File: src/rtl/pueo_l2_scaler_pkg.sv
// rtl/pueo_l2_scaler_pkg.sv - shared constants for the level-two scaler block
package pueo_l2_scaler_pkg;

    localparam int NCHAN  = 24;
    localparam int NSECT  = 12;
    localparam int HPOL   = 0;
    localparam int VPOL   = 1;
    localparam int ADDR_W = 5;

    localparam int ADDR_TRIG = NCHAN;
    localparam int ADDR_SEQ  = NCHAN + 1;

    function automatic int sect_idx(input int pol, input int sect);
        return pol * NSECT + sect;
    endfunction

endpackage

File: src/rtl/pueo_l2_scaler_if.sv
// rtl/pueo_l2_scaler_if.sv - housekeeping read bus of the level-two scaler
interface pueo_l2_scaler_if
    import pueo_l2_scaler_pkg::*;
#(
    parameter int CNT_WIDTH = 16
);
    logic                 rd_i;
    logic [ADDR_W-1:0]    addr_i;
    logic [CNT_WIDTH-1:0] dat_o;
    logic                 valid_o;

    modport master (output rd_i, output addr_i, input dat_o, input valid_o);
    modport slave  (input rd_i, input addr_i, output dat_o, output valid_o);
endinterface

File: src/rtl/pueo_sat_counter.sv
// rtl/pueo_sat_counter.sv - saturating event counter with synchronous clear
module pueo_sat_counter #(
    parameter int WIDTH = 16
) (
    input  logic             clk_i,
    input  logic             rst_i,
    input  logic             inc,
    input  logic             clr,
    output logic [WIDTH-1:0] cnt,
    output logic [WIDTH-1:0] next
);

    // next is what the shadow bank latches, so it must include this cycle's event
    assign next = (&cnt) ? cnt : cnt + WIDTH'(inc);

    always_ff @(posedge clk_i) begin
        if (rst_i)
            cnt <= '0;
        else if (clr)
            cnt <= '0;
        else
            cnt <= next;
    end

endmodule

File: src/rtl/pueo_l2_scaler.sv
// rtl/pueo_l2_scaler.sv - gated leveltwo/trigger scalers with shadow read bank
module pueo_l2_scaler
    import pueo_l2_scaler_pkg::*;
#(
    parameter int NCHAN        = pueo_l2_scaler_pkg::NCHAN,
    parameter int CNT_WIDTH    = 16,
    parameter int PERIOD_WIDTH = 32
) (
    input  logic                    clk_i,
    input  logic                    rst_i,
    input  logic [NCHAN-1:0]        scal_i,
    input  logic                    trig_i,
    input  logic                    pps_i,
    input  logic                    gate_sel_i,
    input  logic [PERIOD_WIDTH-1:0] period_i,
    output logic                    update_o,
    pueo_l2_scaler_if.slave         rd_bus
);

    localparam logic [ADDR_W-1:0] A_TRIG = ADDR_W'(NCHAN);
    localparam logic [ADDR_W-1:0] A_SEQ  = ADDR_W'(NCHAN + 1);

    logic [NCHAN:0]          inc_v;
    logic [CNT_WIDTH-1:0]    cnt_live_unused [0:NCHAN];
    logic [CNT_WIDTH-1:0]    cnt_next        [0:NCHAN];
    logic [CNT_WIDTH-1:0]    shadow          [0:NCHAN];
    logic [CNT_WIDTH-1:0]    seq;
    logic [PERIOD_WIDTH-1:0] timer;
    logic                    pps_q;
    logic                    int_gate;
    logic                    gate;
    logic [CNT_WIDTH-1:0]    rd_data;

    assign inc_v = {trig_i, scal_i};

    for (genvar k = 0; k <= NCHAN; k++) begin : g_cnt
        pueo_sat_counter #(.WIDTH(CNT_WIDTH)) u_cnt (
            .clk_i (clk_i),
            .rst_i (rst_i),
            .inc   (inc_v[k]),
            .clr   (gate),
            .cnt   (cnt_live_unused[k]),
            .next  (cnt_next[k])
        );
    end

    // >= rather than == so shrinking the period below the timer fires at once
    assign int_gate = !gate_sel_i && (period_i != '0)
                      && (timer >= period_i - PERIOD_WIDTH'(1));
    assign gate     = gate_sel_i ? (pps_i & ~pps_q) : int_gate;

    always_ff @(posedge clk_i) begin
        if (rst_i) begin
            timer <= '0;
            pps_q <= 1'b1;
        end else begin
            pps_q <= pps_i;
            if (gate_sel_i || period_i == '0 || int_gate)
                timer <= '0;
            else
                timer <= timer + PERIOD_WIDTH'(1);
        end
    end

    always_ff @(posedge clk_i) begin
        if (rst_i) begin
            for (int k = 0; k <= NCHAN; k++)
                shadow[k] <= '0;
            seq      <= '0;
            update_o <= 1'b0;
        end else begin
            update_o <= gate;
            if (gate) begin
                for (int k = 0; k <= NCHAN; k++)
                    shadow[k] <= cnt_next[k];
                seq <= seq + CNT_WIDTH'(1);
            end
        end
    end

    always_comb begin
        rd_data = '0;
        if (rd_bus.addr_i <= A_TRIG)
            rd_data = shadow[rd_bus.addr_i];
        else if (rd_bus.addr_i == A_SEQ)
            rd_data = seq;
    end

    always_ff @(posedge clk_i) begin
        if (rst_i) begin
            rd_bus.dat_o   <= '0;
            rd_bus.valid_o <= 1'b0;
        end else begin
            rd_bus.valid_o <= rd_bus.rd_i;
            if (rd_bus.rd_i)
                rd_bus.dat_o <= rd_data;
        end
    end

endmodule

File: src/flat_wrapper.sv
// flat-port wrapper written by rule: the top's interface ports become plain ports
module pueo_l2_scaler_flat import pueo_l2_scaler_pkg::*;
#(
    parameter int NCHAN        = pueo_l2_scaler_pkg::NCHAN,
    parameter int CNT_WIDTH    = 16,
    parameter int PERIOD_WIDTH = 32
)
  (clk_i, rst_i, scal_i, trig_i, pps_i, gate_sel_i, period_i, update_o, rd_bus_rd_i, rd_bus_addr_i, rd_bus_dat_o, rd_bus_valid_o);
  pueo_l2_scaler_if #(.CNT_WIDTH(CNT_WIDTH)) rd_bus_i ();
  input  logic clk_i;
  input  logic rst_i;
  input  logic [NCHAN-1:0] scal_i;
  input  logic trig_i;
  input  logic pps_i;
  input  logic gate_sel_i;
  input  logic [PERIOD_WIDTH-1:0] period_i;
  output logic update_o;
  input wire logic [$bits(rd_bus_i.rd_i)-1:0] rd_bus_rd_i;
  input wire logic [$bits(rd_bus_i.addr_i)-1:0] rd_bus_addr_i;
  output wire logic [$bits(rd_bus_i.dat_o)-1:0] rd_bus_dat_o;
  output wire logic [$bits(rd_bus_i.valid_o)-1:0] rd_bus_valid_o;
  assign rd_bus_i.rd_i = rd_bus_rd_i;
  assign rd_bus_i.addr_i = rd_bus_addr_i;
  assign rd_bus_dat_o = rd_bus_i.dat_o;
  assign rd_bus_valid_o = rd_bus_i.valid_o;
  pueo_l2_scaler #(.NCHAN(NCHAN), .CNT_WIDTH(CNT_WIDTH), .PERIOD_WIDTH(PERIOD_WIDTH)) u_core (.clk_i(clk_i), .rst_i(rst_i), .scal_i(scal_i), .trig_i(trig_i), .pps_i(pps_i), .gate_sel_i(gate_sel_i), .period_i(period_i), .update_o(update_o), .rd_bus(rd_bus_i));
endmodule
File: config.mk
export PLATFORM = sky130hd
export DESIGN_NAME = pueo_l2_scaler_flat
export DESIGN_NICKNAME = d
export VERILOG_FILES = /design/src/rtl/pueo_l2_scaler_pkg.sv /design/src/rtl/pueo_l2_scaler_if.sv /design/src/rtl/pueo_sat_counter.sv /design/src/rtl/pueo_l2_scaler.sv /design/src/flat_wrapper.sv
export SDC_FILE = /design/constraint.sdc
export NUM_CORES = 2
export LEC_CHECK = 0
export CAP_MARGIN = 20
export CORE_MARGIN = 1
export CORE_UTILIZATION = 64
export DETAILED_ROUTE_END_ITERATION = 10
export DONT_BUFFER_PORTS = 1
export PLACE_DENSITY = 0.8
export REMOVE_ABC_BUFFERS = 1
export SYNTH_ARGS = -nofsm -noshare
export SYNTH_HDL_FRONTEND = slang
export SYNTH_SLANG_ARGS = --single-unit
File: constraint.sdc
create_clock -name clk_i -period 19.66 [get_ports clk_i]
set_input_delay 1.966 -clock clk_i [delete_from_list [all_inputs] [get_ports clk_i]]
set_output_delay 1.966 -clock clk_i [all_outputs]
set_load 0.01 [all_outputs]
==> flow_summary.toml <==
[power_and_ir_drop]
power_leakage_uw = 0.0145
power.total_uw = 3790
pwr_density_cell_nw_per_um2 = 90.9
ir_drop_mv = 0.0928

[floorplanning]
die_y_um = 247
start_util_pct = 65.0
design.core.area_um2 = 59200
die-area_um2 = 61200
fp-row-count = 89
io_pins = 85
die_w_um = 247

[synth]
synth_top_flop_cell = "dfxtp_1"
synth_area_per_cell_um2 = 10.7
ys_seq_area_share_pct = 55.4
synth_area_um2 = 38500
async_flop_share_pct = 0
synth_cell_types = 58
ys_ff_latch = 867
ys_warn_count = 0
netlist_instances = 3595
synth_enable_flop_cells = 400

[clock_network]
cts_tree = "yes"
post-cts-setup-buffers = 0
ctsRootBufferMaster = "clkbuf_16"
cts_made_buffers = 87
cts_buffer_depth = 3
cts-resized-gates = 0
cts_sinks = 867
cts_hold_buf = 0
htreeDepth = 3
clk_latency_ps = 650
clk_pin_slew_ps = 60

[layout]
syn2layout_area_growth_pct = 8.16
regArea_um2 = 21400
fin_util_pct = 70.3
num-fill-cells = 4114
multiInputGateArea_um2 = 16200
drive_gt1_share_pct = 7.49
nets = 3694
diodes = 0

[worst_setup_path]
path_class = "input pin to flop"
cp_slowest_cell = "buf_4"
cp_slowest_stage_delay_ps = 890
crit_path_cell_trace = "or4_1, nor4_1, nand2b_1, nor3_1, nand3_1, nor3_1, xnor2_1, ha_1, nand4_1, nor4_1, nand3_1, and2_1, nand2b_4, buf_4, buf_16, buf_12, buf_4"
arrival_ps = 9870
cp-start-kind = "input pin"
worst-path-buf-inv = 4
critPathMaxFanout = 228
cp-end-kind = "flop"
critPathTopFamily = "simple AND/OR/NAND/NOR gates"
cp_data_required_time_ps = 19900

[sta]
fin_crit_ps = 9630
rsz0062_at_grt = "no"
finalHoldViolCount = 0
fin_crit_sh_pct = 49.0
max_clock_freq_mhz = 104
finalWorstSetupSlack_ps = 10030
report.final.slew_viol_count = 0
max_slew_margin_pct = 9.96
setup_viol = 0
clock_skew_ps = 30.3
worstMarginPinSlew_ps = 1350

[place]
gp_congestion = 0.867
hpwl_um = 55100
portBuffers = 0
place_ws_ps = 9300

[route]
dr.pass1.iters = 10
drcViolationCount = 6
postRouteAntennaNets = 0
via_count = 26110
drt_wl_total_um = 83500
via_per_inst = 5.95
wl_per_cell_um = 19.0
dr.first_iter.drc_count = 2553

[status]
status = "complete, but fails checks"
violations = "DRC"

[grt]
grt_usage_pct = 27.8
grt_start_max_net_pins = 238
grt_overflow = 0
grt_pass1_wl_um = 133000
grt_pass1_vias = 25182
antenna_found_initial = 0

[worst_hold_path]
min-delay-path-class = "flop to flop"

[job]
maxCapViolCount = 0
[power by group]
part	total, uW	internal [uW]	switching (uW)
clock	1670	981	687
sequential	1960	1940	25.6
combinational	156	63.9	92.2
total	3790	2980	805
[cell usage in the layout, fill, tap and decap left out, types with 17 or more instances in the layout]
cell type and count:
and3_1 89, nand3_1 158, a21oi_1 31, nor2b_1 17
nor4_1 27, nand4_1 90, or4_1 21, inv_1 34
mux2i_1 20, and2_1 29, xnor2_1 194, mux4_2 112
nor3_1 119, and4_1 26, a211oi_1 21, xor2_1 198
edfxtp_1 400, ha_1 85, dfxtp_1 467, nor2_1 948
o21ai_0 40, clkbuf_16 92, nand2_1 226, clkbuf_1 23
[Yosys cell counts, drive strengths merged (5+ instances only)]
cell	count	area, um2
clkbuf	69	259
or4	22	169
a31oi	5	31.3
xnor2	194	1700
or3	16	100
a221oi	16	140
inv	34	128
mux2i	20	200
dfxtp	467	9350
edfxtp	400	12000
ha	85	1060
nor2b	17	106
a211oi	21	158
mux4	112	2520
nand2b	9	56.3
nand3	158	791
xor2	198	1730
and4	26	228
and3	89	557
nor3	119	596
o21ai	40	200
buf	86	617
nand2	227	860
nor2	948	3560
and2	30	188
nor4	27	169
a21oi	33	173
nand4	90	563
[metal layers]
| layer | part of all wire (%) | GRT usage, % | vias up | wire [um] |
|---|---|---|---|---|
| li1 | - | - | 12499 | - |
| met1 | 41 | 36.4 | 12648 | 34300 |
| met2 | 49 | 46.6 | 811 | 41100 |
| met3 | 6.2 | 4.83 | 152 | 5210 |
| met4 | 3.5 | 9.96 | 0 | 2940 |
| met5 | 0 | 0 | - | 0 |
[metrics by stage]
stage	cell area (um2)	std cells	TNS [ps]	hold WS [ps]
after global routing	41700	4390	0	518
after global placement	38800	4225	0	436
after CTS	41600	4389	0	472
after floorplan	37700	3440	-533390	425
final	41700	4390	0	465
after detailed placement	38800	4225	0	458
[logic make-up (layout without fill, tap and decap cells)]
group | Yosys count | in the layout | synth area share, %
xor gates and xnor gates | 392 | 392 | 8.91
buffers and inverters | 190 | 212 | 2.61
adders and majority gates | 85 | 85 | 2.76
DFF | 867 | 867 | 55.4
muxes | 135 | 135 | 7.15
AOI/OAI and AO/OA | 132 | 132 | 2.20
and+or+nand+nor | 1794 | 1794 | 20.9
[sequential cells by signal, indices dropped and copies added, names as in the netlist]
register / count
u_core.shadow: 400
u_core.g_cnt.u_cnt.cnt: 400
u_core.pps_q: 1
u_core.rd_bus.valid_o: 1
u_core.update_o: 1
u_core.rd_bus.dat_o: 16
u_core.seq: 16
u_core.timer: 32
[cell type report]
cell class,count,area share [%]
Sequential cell,867,51.3
Multi-Input combinational cell,2538,38.8
Clock buffer,127,6.13
Tap cell,773,2.32
Clock inverter,37,0.817
Timing Repair Buffer,13,0.342
Inverter,35,0.315
[path summary, 6_finish.rpt]
check | from | endpoint | slack [ps] | cells after the start
setup / recovery | period_i[3] | u_core.shadow[11][5] | 10030 | 17
hold / removal | u_core.timer[0] | u_core.timer[0] | 470 | 1
setup reg to reg | u_core.timer[30] | u_core.shadow[11][5] | 13280 | 10
hold reg to reg | u_core.timer[0] | u_core.timer[0] | 470 | 1
(Power assumes the default switching activity.)
